==> src/rtl/uart_tx_serializer.sv <==
// uart_tx_serializer: UART transmitter for the debug unit's byte stream.
// A frame is sent LSB-first as one start bit, DBIT data bits, an optional
// even-parity bit and one stop bit. os_tx_done pulses for one cycle when the
// frame ends.
// Optional feature: define UART_TX_PARITY_EN to add the even-parity bit.
module uart_tx_serializer #(
  parameter int unsigned CLK_FREQ   = 50000000,
  parameter int unsigned BAUD_RATE  = 19200,
  parameter int unsigned DBIT       = 8,
  parameter int unsigned OVERSAMPLE = 16
) (
  input  logic       clk,
  input  logic       rst,
  input  logic [7:0] i_tx_data,
  input  logic       is_tx_start,
  output logic       o_tx,
  output logic       os_tx_done,
  output logic       o_tx_busy
);

  localparam int unsigned DIV_RAW = CLK_FREQ / (BAUD_RATE * OVERSAMPLE);
  localparam int unsigned DIV     = (DIV_RAW < 1) ? 1 : DIV_RAW;
  localparam int unsigned TICK_W  = (DIV > 1) ? $clog2(DIV) : 1;
  localparam int unsigned OS_W    = (OVERSAMPLE > 1) ? $clog2(OVERSAMPLE) : 1;
  localparam int unsigned BIT_W   = (DBIT > 1) ? $clog2(DBIT) : 1;

  typedef enum logic [2:0] {
    S_IDLE   = 3'd0,
    S_START  = 3'd1,
    S_DATA   = 3'd2,
`ifdef UART_TX_PARITY_EN
    S_PARITY = 3'd4,
`endif
    S_STOP   = 3'd3
  } state_t;

  state_t            r_state;
  state_t            w_state_next;
  logic [TICK_W-1:0] r_tick_cnt;
  logic [TICK_W-1:0] w_tick_cnt_next;
  logic [OS_W-1:0]   r_os_cnt;
  logic [OS_W-1:0]   w_os_cnt_next;
  logic [BIT_W-1:0]  r_bit_cnt;
  logic [BIT_W-1:0]  w_bit_cnt_next;
  logic [DBIT-1:0]   r_shift;
  logic [DBIT-1:0]   w_shift_next;
  logic              r_tx;
  logic              r_done;
  logic              r_busy;
  logic              w_tx_next;
  logic              w_done_next;
  logic              w_busy_next;
  logic              w_tick;
  logic              w_os_last;
  logic              w_bit_end;
`ifdef UART_TX_PARITY_EN
  logic              r_parity;
`endif

  assign w_tick    = (r_tick_cnt == TICK_W'(DIV - 1));
  assign w_os_last = (r_os_cnt == OS_W'(OVERSAMPLE - 1));
  assign w_bit_end = w_tick && w_os_last;

  // State register
  always_ff @(posedge clk) begin
    if (!rst) r_state <= S_IDLE;
    else      r_state <= w_state_next;
  end

  // Next-state and datapath next values; counters run only outside IDLE
  always_comb begin
    w_state_next    = r_state;
    w_tick_cnt_next = w_tick ? '0 : r_tick_cnt + TICK_W'(1);
    w_os_cnt_next   = r_os_cnt;
    w_bit_cnt_next  = r_bit_cnt;
    w_shift_next    = r_shift;
    if (w_tick) w_os_cnt_next = w_os_last ? '0 : r_os_cnt + OS_W'(1);
    case (r_state)
      S_IDLE: begin
        w_tick_cnt_next = '0;
        w_os_cnt_next   = '0;
        w_bit_cnt_next  = '0;
        if (is_tx_start) begin
          w_shift_next = i_tx_data[DBIT-1:0];
          w_state_next = S_START;
        end
      end
      S_START: begin
        if (w_bit_end) w_state_next = S_DATA;
      end
      S_DATA: begin
        if (w_bit_end) begin
          w_shift_next = r_shift >> 1;
          if (r_bit_cnt == BIT_W'(DBIT - 1)) begin
            w_bit_cnt_next = '0;
`ifdef UART_TX_PARITY_EN
            w_state_next   = S_PARITY;
`else
            w_state_next   = S_STOP;
`endif
          end else begin
            w_bit_cnt_next = r_bit_cnt + BIT_W'(1);
          end
        end
      end
`ifdef UART_TX_PARITY_EN
      S_PARITY: begin
        if (w_bit_end) w_state_next = S_STOP;
      end
`endif
      S_STOP: begin
        if (w_bit_end) w_state_next = S_IDLE;
      end
      default: w_state_next = S_IDLE;
    endcase
  end

  // Output decode from the upcoming state so the pins are registered
  always_comb begin
    w_tx_next   = 1'b1;
    w_done_next = (r_state == S_STOP) && w_bit_end;
    w_busy_next = (w_state_next != S_IDLE);
    case (w_state_next)
      S_START:  w_tx_next = 1'b0;
      S_DATA:   w_tx_next = w_shift_next[0];
`ifdef UART_TX_PARITY_EN
      S_PARITY: w_tx_next = r_parity;
`endif
      default:  w_tx_next = 1'b1;
    endcase
  end

  // Counters and shift register
  always_ff @(posedge clk) begin
    if (!rst) begin
      r_tick_cnt <= '0;
      r_os_cnt   <= '0;
      r_bit_cnt  <= '0;
      r_shift    <= '0;
    end else begin
      r_tick_cnt <= w_tick_cnt_next;
      r_os_cnt   <= w_os_cnt_next;
      r_bit_cnt  <= w_bit_cnt_next;
      r_shift    <= w_shift_next;
    end
  end

`ifdef UART_TX_PARITY_EN
  // Even parity of the accepted byte, captured with the data
  always_ff @(posedge clk) begin
    if (!rst)                                 r_parity <= 1'b0;
    else if (r_state == S_IDLE && is_tx_start) r_parity <= ^i_tx_data[DBIT-1:0];
  end
`endif

  // Registered line, done pulse and busy flag
  always_ff @(posedge clk) begin
    if (!rst) begin
      r_tx   <= 1'b1;
      r_done <= 1'b0;
      r_busy <= 1'b0;
    end else begin
      r_tx   <= w_tx_next;
      r_done <= w_done_next;
      r_busy <= w_busy_next;
    end
  end

  assign o_tx       = r_tx;
  assign os_tx_done = r_done;
  assign o_tx_busy  = r_busy;

endmodule
==> config.mk <==
export PLATFORM = sky130hd
export DESIGN_NAME = uart_tx_serializer
export DESIGN_NICKNAME = d
export VERILOG_FILES = /design/src/rtl/uart_tx_serializer.sv
export SDC_FILE = /design/constraint.sdc
export NUM_CORES = 1
export LEC_CHECK = 0
export BUFFER_PORTS_ARGS = -buffer_cell sky130_fd_sc_hd__clkbuf_2
export CORE_MARGIN = 2
export CORE_UTILIZATION = 56
export CTS_CLUSTER_DIAMETER = 50
export DETAILED_ROUTE_END_ITERATION = 12
export HOLD_SLACK_MARGIN = 0.06
export MAX_ROUTING_LAYER = met4
export PLACE_DENSITY = 0.76
export SETUP_SLACK_MARGIN = 0.02
export SYNTH_ARGS = -nofsm -noshare
export SYNTH_HDL_FRONTEND = slang
export SYNTH_SLANG_ARGS = --single-unit
==> constraint.sdc <==
create_clock -name clk -period 2.5 [get_ports clk]
set_input_delay 0.5 -clock clk [delete_from_list [all_inputs] [get_ports clk]]
set_output_delay 0.5 -clock clk [all_outputs]
set_load 0.1 [all_outputs]
==> results of run 1 <==
cell type report:
cell class	count	area (µm²)	share of cell area, %
multi-input cells	109	716	48.9
flip-flops and latches	29	581	39.7
repair buffers	13	65.1	4.45
clock buffers	7	55.1	3.76
well taps	28	35.0	2.40
inverters	3	11.3	0.770
power by group through the flow:
stage | Combinational [mW] | Sequential (mW) | Clock, mW
floorplan | 0.0321 | 0.495 | 0
detailed placement | 0.0542 | 0.490 | 0
global placement | 0.0528 | 0.490 | 0
finish | 0.0549 | 0.480 | 0.282
CTS | 0.0547 | 0.480 | 0.293
global route | 0.0619 | 0.481 | 0.314
flip-flops by register name, indices dropped and copies added, names as in the netlist:
register	cells
o_tx_busy	1
r_tick_cnt	8
r_shift	8
o_tx	1
r_os_cnt	4
r_state	3
os_tx_done	1
r_bit_cnt	3
worst paths after layout:
| path | slack [ps] | depth (start not counted) | from | endpoint |
|---|---|---|---|---|
| min reg2reg | 460 | 2 | r_shift[5]$_SDFFE_PN0P_ | r_shift[5]$_SDFFE_PN0P_ |
| min | 410 | 3 | i_tx_data[7] | r_shift[7]$_SDFFE_PN0P_ |
| max reg2reg | 410 | 6 | r_tick_cnt[0]$_SDFF_PP0_ | o_tx$_SDFF_PN1_ |
| max | 410 | 6 | r_tick_cnt[0]$_SDFF_PP0_ | o_tx$_SDFF_PN1_ |
through the flow:
| stage | instances | setup slack, ps | cell area (µm²) |
|---|---|---|---|
| 2_1_floorplan | 145 | 599 | 1330 |
| 3_3_place_gp | 182 | 540 | 1410 |
| 3_5_place_dp | 182 | 424 | 1410 |
| 4_1_cts | 189 | 402 | 1460 |
| 5_1_grt | 189 | 244 | 1460 |
| 6_report | 189 | 414 | 1460 |
routing by layer:
layer | vias up | global-route usage (%) | wire, µm
met2 | 18 | 36.3 | 1180
met5 | - | - | 0
li1 | 537 | - | -
met4 | 0 | 12.0 | 48
met3 | 6 | 8.00 | 89
met1 | 484 | 24.2 | 1120
worst max-delay path: stages (launching register included):
cell       delay (ps)
dfxtp_1           430
ha_1              180
nand4bb_1         280
or4_4             650
xnor2_2           160
and2_1            140
a31oi_1           170
cell families (layout without fill, tap and decap cells):
family / Yosys count / count (layout) / synth area share, %
simple gates: 67 / 67 / 27.3
flops: 29 / 29 / 43.7
compound gates: 25 / 25 / 13.5
xor+xnor: 9 / 9 / 6.49
buf+inv: 7 / 23 / 2.54
fa+ha+maj: 5 / 5 / 4.70
mux: 2 / 2 / 1.51
other cells: 1 / 1 / 0.282
cell usage after synthesis, drive strengths merged, types with 2 or more instances:
master  count
or3         3
a22oi       7
nor2       17
a21boi     10
xor2        7
and3        5
inv         3
nand3       9
mux2i       2
a21oi       3
nand2      17
dfxtp      29
xnor2       2
nor3        3
nor2b       3
clkbuf      3
ha          5
a31oi       2
cells in the final DEF, fill, tap and decap left out, drive strengths merged, types with 2 or more instances in the layout:
cell / synthesis / layout
xor2: 7 / 7
nor2: 17 / 17
a22oi: 7 / 7
nor3: 3 / 3
mux2i: 2 / 2
ha: 5 / 5
a31oi: 2 / 2
clkbuf: 3 / 20
or3: 3 / 3
nor2b: 3 / 3
a21oi: 3 / 3
inv: 3 / 3
dfxtp: 29 / 29
xnor2: 2 / 2
nand2: 17 / 17
a21boi: 10 / 10
nand3: 9 / 9
and3: 5 / 5
==> metrics, run 1 <==
Yosys top cell by area=dfxtp_1; Clock Tree Root=clkbuf_4; Post-synth top flop=dfxtp_1; Reg power frac=58.8%; Synth Warn #=0; Final ANT Viol Nets=0; Worst EP required=about 2800 ps; sw power=~0.19 mW; Port Buffers=13; largest net degree at the start of global routing=15; number of distinct library cells after synthesis=37; PostCTS Resize Cnt=0; RSZ-0062 raised after global routing=no; min Tclk post-route=between 2000 and 2500 ps; leakage power=0.578 nW; drt total wl=approximately 2400 µm; CTS tree=yes; initial core utilization=around three fifths; drt wl/cell=between 10 and 15 µm; Synth top area share=a little over two fifths; Seq/Total Area, Yosys=~44%; area delta synth->final=9.97%; Worst Tran Pin Value=between 500 and 600 ps; DIE WIDTH=roughly 53 µm; EDFF count, synth=0; status=finished, final reports clean; fmax=0.479 GHz; combinational share of power=between 6 and 7%; Critical Path AT=roughly 2300 ps; initial antenna violation count=0; routability cong.=between 0.8 and 0.9; P per Cell Area=558 nW/µm²; crit-path max FO=6; clk sink count=29; total global routing overflow=0; VDD IR-drop max=approximately 0.45 mV; first-pass iteration count of the detailed router=4; Hold WC Path Type=input port to flop; vias in the first global route=between 1000 and 1500; dominant cells by area after synthesis=dfxtp_1 (44%), nand2_1 (4.8%), ha_1 (4.7%), xor2_1 (4.6%), nor2_1 (4.5%); Clock Power Share=around 35%; syn nets=161; Synth async-reset ratio=0%; Power Total=0.816 mW; worst clock skew=4.29 ps; fin crit share=between 80% and 90%; headroom to the max-slew limit=60.6%; Remaining DRCs=0; TNS Setup=0 ps; total track usage=between 20% and 30%; final setup vio count=0; Mapped Cells=145; I/O pin count=14; Skew-Pair Late Insertion Delay=~320 ps; final hold slack=between 400 and 500 ps; Int Pwr=0.626 mW; syn_area_per_cell=9.17 µm²; CP Launch Type=flop; Total Die Area=between 2000 and 3000 µm²; flops & latches, synth=29; Setup Buffers After CTS=0; DP HPWL=1750 µm; Worst Setup Path Type=flop to flop; row count=17; Hold Buf Count CTS=0; layout net count=around 180; switching share of power=between 20% and 30%; Pins Over Slew Limit=0; Setup crit end kind=flop; clk slew on worst S/H paths=around 80 ps; CTS Buffer Depth=2; Iteration-0 DRC Markers=24; diodes inserted=0; htree depth=2; final core occ=between 60 and 70%; Avg Vias per Cell=approximately 5.5; share of layout cells above drive strength 1=between 10% and 20%; CTS buffer count=5; Hold Vio Cnt, Final=0; first-pass GRT wire length=between 4000 and 5000 µm; Post-Syn Area=1330 µm²; fillcell total=190; via count=~1000; Die Y=between 50 and 60 µm; core area=approximately 2200 µm²; Max Cap Viol=0
No activity file was read; power rests on OpenSTA's default activity.
==> run 2, diff against run 1 <==
ABC_AREA = 1   (was unset)
CORE_UTILIZATION = 51   (was 56)
PLACE_DENSITY = 0.73   (was 0.76)
clock period = 1.9 ns   (was 2.5 ns; I/O delays follow)
==> metrics, run 2 <==
Yosys top cell by area=dfxtp_1; Post-synth top cells=nand2_1 (45), dfxtp_1 (29), nor2_1 (23); commonest non-fill, non-tap cells in the layout=nand2_1 (45), dfxtp_1 (29), nor2_1 (23); Post-Syn Area=~1400 µm²; area occupied by multi-input gates=a little under 700 µm²; CTS Buffer Depth=2; first-pass GRT wire length=~4300 µm; Clock Power Share=approximately a third; Remaining DRCs=0; Critical Path AT=between 1500 and 2000 ps; CTS tree=yes; initial antenna violation count=0; core area=roughly 2500 µm²; VDD IR-drop max=between 0.6 and 0.7 mV; commonest non-fill, non-tap cell in the layout=nand2_1; final core occ=approximately 60%; Worst path most repeated cell=nand2_1; switching share of power=27.6%; Hold Vio Cnt, Final=0; GR Layer Usage met3=~7.7%; total global routing overflow=0; Synth async-reset ratio=0%; Skew-Pair Late Insertion Delay=~330 ps; top flop regs=r_shift x8, r_tick_cnt x8, r_os_cnt x4; Max Cap Viol=0; largest net degree at the start of global routing=14; Power Total=between 1 and 1.5 mW; DIE WIDTH=55.9 µm; CTS buffer count=5; Setup Buffers After CTS=0; Reg power frac=between 50 and 60%; Pins Over Slew Limit=0; crit-path max FO=11; PostCTS Resize Cnt=0; vias in the first global route=1085; number of distinct library cells after synthesis=23; Port Buffers=13; leakage power=between 0.6 and 0.7 nW; Hold WC Path Type=input port to flop; min Tclk post-route=1630 ps; Worst Path Buf+Inv=0; status=finished, final reports clean; non-filler cells, final=between 200 and 250; Die Y=between 50 and 60 µm; fin crit share=a little under nine tenths; headroom to the max-slew limit=a little under two thirds; area delta synth->final=10.9%; CP cell instances=ha_1, nand2_1, nor2_8, nand3_4, nor2_4, nor2_2, nand2_1, a31oi_1; layout net count=220; Iteration-0 DRC Markers=25; combinational share of power=just under 9%; global routing's busiest layer=met2; Total Die Area=around 3100 µm²; clk sink count=29; Avg Vias per Cell=~5.0; Final ANT Viol Nets=0; largest delay contributor family on the critical path=simple AND/OR/NAND/NOR gates; Global Route met2 Usage=between 20% and 30%; DP HPWL=approximately 1900 µm; Worst EP required=~2100 ps; Slowest-stage cell, CP=dfxtp_1; worst clock skew=about 8.1 ps; FF+latch area=around 580 µm²; Clock Tree Root=clkbuf_4; fmax=~0.61 GHz; Worst Setup Path Type=flop to flop; via count=between 1000 and 1500; final hold slack=between 200 and 300 ps; Int Pwr=0.793 mW; Setup crit end kind=flop; RSZ-0062 raised after global routing=no; clk slew on worst S/H paths=100 ps; Hold Buf Count CTS=0; P per Cell Area=between 700 and 800 nW/µm²; I/O pin count=14; htree depth=2; Synth Warn #=0; sw power=between 0.3 and 0.4 mW; TNS Setup=0 ps; Inst Count DP=~230; drt total wl=between 2000 and 2500 µm; Post-synth top flop=dfxtp_1; routability cong.=between 0.8 and 0.9; drt wl/cell=roughly 11 µm; most frequent cell after synthesis=nand2_1; CP Launch Type=flop; first-pass iteration count of the detailed router=4; met1 usage=a little over a fifth; Worst Tran Pin Value=544 ps; Synth top area share=roughly 42%; total track usage=a little under a fifth; diodes inserted=0; initial core utilization=between 50% and 60%; share of layout cells above drive strength 1=between 20% and 30%; fillcell total=236; syn nets=201; flops & latches, synth=29; dominant cells by area after synthesis=dfxtp_1 (42%), nand2_1 (12%), nor2_1 (6.3%), inv_1 (4.6%), ha_1 (4.6%); syn_area_per_cell=~7.4 µm²; EDFF count, synth=0; CP max stage delay=just under 400 ps; final setup vio count=0; Mapped Cells=between 150 and 200; Seq/Total Area, Yosys=42.3%; row count=18
[run 2: cell count changes after synthesis, sizes merged, moves of 3 or more]
cell / previous run / this run
inv: 3 / 24
nor2b: 3 / 0
or3: 3 / 0
a22oi: 7 / 0
a31oi: 2 / 9
a21boi: 10 / 0
nor2: 17 / 32
and3: 5 / 0
o21ai: 1 / 6
xor2: 7 / 2
nand2: 17 / 48
a21oi: 3 / 8
[run 2: worst register-to-register path, cell delays in order, from the launching register on]
cell and delay, ps:
dfxtp_1 390, ha_1 180, nand2_1 140, nor2_8 150
nand3_4 130, nor2_4 250, nor2_2 130, nand2_1 80
a31oi_1 70
[run 2: final timing paths]
| kind | startpoint | to | slack [ps] | cells past startpoint |
|---|---|---|---|---|
| setup / recovery | r_os_cnt[0]$_SDFFE_PP0N_ | r_shift[5]$_SDFFE_PN0P_ | 270 | 8 |
| hold / removal | i_tx_data[7] | r_shift[7]$_SDFFE_PN0P_ | 270 | 3 |
| setup reg to reg | r_os_cnt[0]$_SDFFE_PP0N_ | r_shift[5]$_SDFFE_PN0P_ | 270 | 8 |
| hold reg to reg | r_tick_cnt[0]$_SDFF_PP0_ | r_tick_cnt[0]$_SDFF_PP0_ | 470 | 1 |
[run 2: layer usage]
| metal | up-vias | part of all wire (%) |
|---|---|---|
| met2 | 22 | 46 |
| met1 | 519 | 48 |
| met3 | 4 | 4.4 |
| li1 | 629 | - |
| met5 | - | 0 |
| met4 | 0 | 1.9 |
[run 2: logic make-up after synthesis]
group | count (synthesis) | synth area share, %
buffers and inverters | 26 | 7.66
AOI/OAI and AO/OA | 23 | 9.21
DFF | 29 | 42.3
adders and majority gates | 5 | 4.56
xor gates and xnor gates | 2 | 1.28
and+or+nand+nor | 99 | 34.7
other | 1 | 0.273
[run 2: final cells by class]
| class | instances | area share [%] |
|---|---|---|
| tap | 30 | 2.47 |
| clock buffer | 5 | 2.47 |
| multi-input combinational | 130 | 45.1 |
| clock inverter | 3 | 1.15 |
| inverter | 24 | 5.92 |
| timing repair buffer | 14 | 4.77 |
| sequential | 29 | 38.1 |
[run 2: power by group through the flow]
stage	registers, mW	logic, mW	clock network [mW]
after floorplan	0.661	0.0540	0
after global placement	0.647	0.0938	0
after detailed placement	0.647	0.0963	0
after CTS	0.633	0.0967	0.379
after global routing	0.636	0.109	0.409
final	0.632	0.0966	0.366
[run 2: through the flow]
stage | setup slack (ps) | area [µm²]
after global routing | 74.1 | 1520
after CTS | 254 | 1520
after detailed placement | 286 | 1470
final | 269 | 1520
after global placement | 376 | 1470
after floorplan | 463 | 1370
==> run 3, diff against run 2 <==
BUFFER_PORTS_ARGS = -buffer_cell sky130_fd_sc_hd__buf_2   (was -buffer_cell sky130_fd_sc_hd__clkbuf_2)
CORE_MARGIN = 10   (was 2)
==> metrics, run 3 (same netlist as run 2, synthesis figures left out) <==
fmax=between 0.6 and 0.7 GHz; min Tclk post-route=1610 ps; CTS tree=yes; initial core utilization=a little over half; Port Buffers=13; VDD IR-drop max=approximately 0.54 mV; CTS buffer count=5; share of layout cells above drive strength 1=between 20% and 30%; I/O pin count=14; Worst Setup Path Type=flop to flop; PostCTS Resize Cnt=0; worst clock skew=around 12 ps; Die Y=71.9 µm; routed wl met3=between 100 and 150 µm; layout net count=220; Setup Buffers After CTS=0; drt total wl=2600 µm; end of the worst register-to-register path=r_shift[3]$_SDFFE_PN0P_; total track usage=between 10% and 20%; final setup vio count=0; commonest non-fill, non-tap cells in the layout=nand2_1 (45), dfxtp_1 (29), nor2_1 (23); final hold slack=around 280 ps; initial antenna violation count=0; fillcell total=roughly 240; crit-path max FO=11; r2r worst-path depth=8; Total Die Area=~5200 µm²; core area=~2500 µm²; Critical Path AT=roughly 1800 ps; Inst Count DP=between 200 and 250; row count=18; area occupied by multi-input gates=687 µm²; DIE WIDTH=around 70 µm; status=finished, final reports clean; CTS Buffer Depth=2; Skew-Pair Late Insertion Delay=320 ps; FF+latch area=about 580 µm²; CP startpoint=r_os_cnt[0]$_SDFFE_PP0N_; Iteration-0 DRC Markers=69; leakage power=~0.66 nW; Hold Buf Count CTS=0; fin crit share=84.9%; clk slew on worst S/H paths=90 ps; met1 wire length=around 1200 µm; clk sink count=29; Pins Over Slew Limit=0; Hold EP=o_tx$_SDFF_PN1_; total global routing overflow=0; first-pass iteration count of the detailed router=4; Setup crit end kind=flop; Hold Crit Depth=2; Hold WC Path Type=input port to flop; Avg Vias per Cell=just over 5; Final ANT Viol Nets=0; vias in the first global route=1128; first-pass GRT wire length=about 4700 µm; P per Cell Area=708 nW/µm²; non-filler cells, final=about 240; Max Cap Viol=0; via count=between 1000 and 1500; diodes inserted=0; Hold Vio Cnt, Final=0; CP Launch Type=flop; met2 WL=approximately 1300 µm; htree depth=2; top sig layer=met4; top flop regs=r_shift x8, r_tick_cnt x8, r_os_cnt x4; combinational share of power=9.0%; RSZ-0062 raised after global routing=no; Reg power frac=between 50% and 60%; Int Pwr=between 0.7 and 0.8 mW; Remaining DRCs=0; area delta synth->final=10.7%; drt wl/cell=between 10 and 15 µm; sw power=0.280 mW; routability cong.=0.893; switching share of power=a little over a quarter; Clock Power Share=around 32%; flop-to-flop setup slack=between 200 and 300 ps; r2r startpoint=r_os_cnt[0]$_SDFFE_PP0N_; Clock Tree Root=clkbuf_4; DP HPWL=2080 µm; commonest non-fill, non-tap cell in the layout=nand2_1; hold_sp=rst; Worst EP required=between 2000 and 2500 ps; largest net degree at the start of global routing=14; TNS Setup=0 ps
## run 3: final cells by class
cell class / count / share of cell area (%)
Clock inverter: 2 / 0.659
Inverter: 24 / 5.93
Tap cell: 30 / 2.47
Clock buffer: 6 / 2.72
Timing Repair Buffer: 14 / 4.78
Multi-Input combinational cell: 130 / 45.2
Sequential cell: 29 / 38.2
## run 3: power groups by stage
stage | clock, mW | combinational, mW | sequential (mW)
after detailed placement | 0 | 0.0967 | 0.647
final | 0.346 | 0.0964 | 0.633
after global placement | 0 | 0.0941 | 0.646
after CTS | 0.362 | 0.0969 | 0.633
after floorplan | 0 | 0.0540 | 0.661
after global routing | 0.396 | 0.111 | 0.635
## run 3: worst max-delay path: stages (launching register included)
cell and delay, ps:
dfxtp_1 390, ha_1 180, nand2_1 140, nor2_8 140
nand3_4 140, nor2_4 240, nor2_2 120, nand2_1 80
a31oi_1 60
## run 3: layer usage
metal / vias up / global-route usage, %
met5: - / -
met4: 0 / 3.87
met3: 6 / 4.96
met2: 21 / 17.5
met1: 535 / 13.1
li1: 632 / -
## run 3: worst max-delay path by stage
stage,endpoint,slack (ps),cells after the start
global placement,o_tx$_SDFF_PN1_,380,10
global route,o_tx$_SDFF_PN1_,70,10
detailed placement,r_shift[5]$_SDFFE_PN0P_,300,8
finish,r_shift[3]$_SDFFE_PN0P_,290,8
CTS,r_shift[5]$_SDFFE_PN0P_,290,8
floorplan,o_tx$_SDFF_PN1_,460,10
## run 3: stage by stage
stage	setup slack [ps]	area, µm²	util, %	power [mW]
finish	287	1520	60.2	1.07
global route	72.3	1520	60.2	1.14
floorplan	463	1370	-	0.715
global placement	377	1470	58.2	0.740
CTS	288	1520	60.2	1.09
detailed placement	301	1470	58.2	0.743
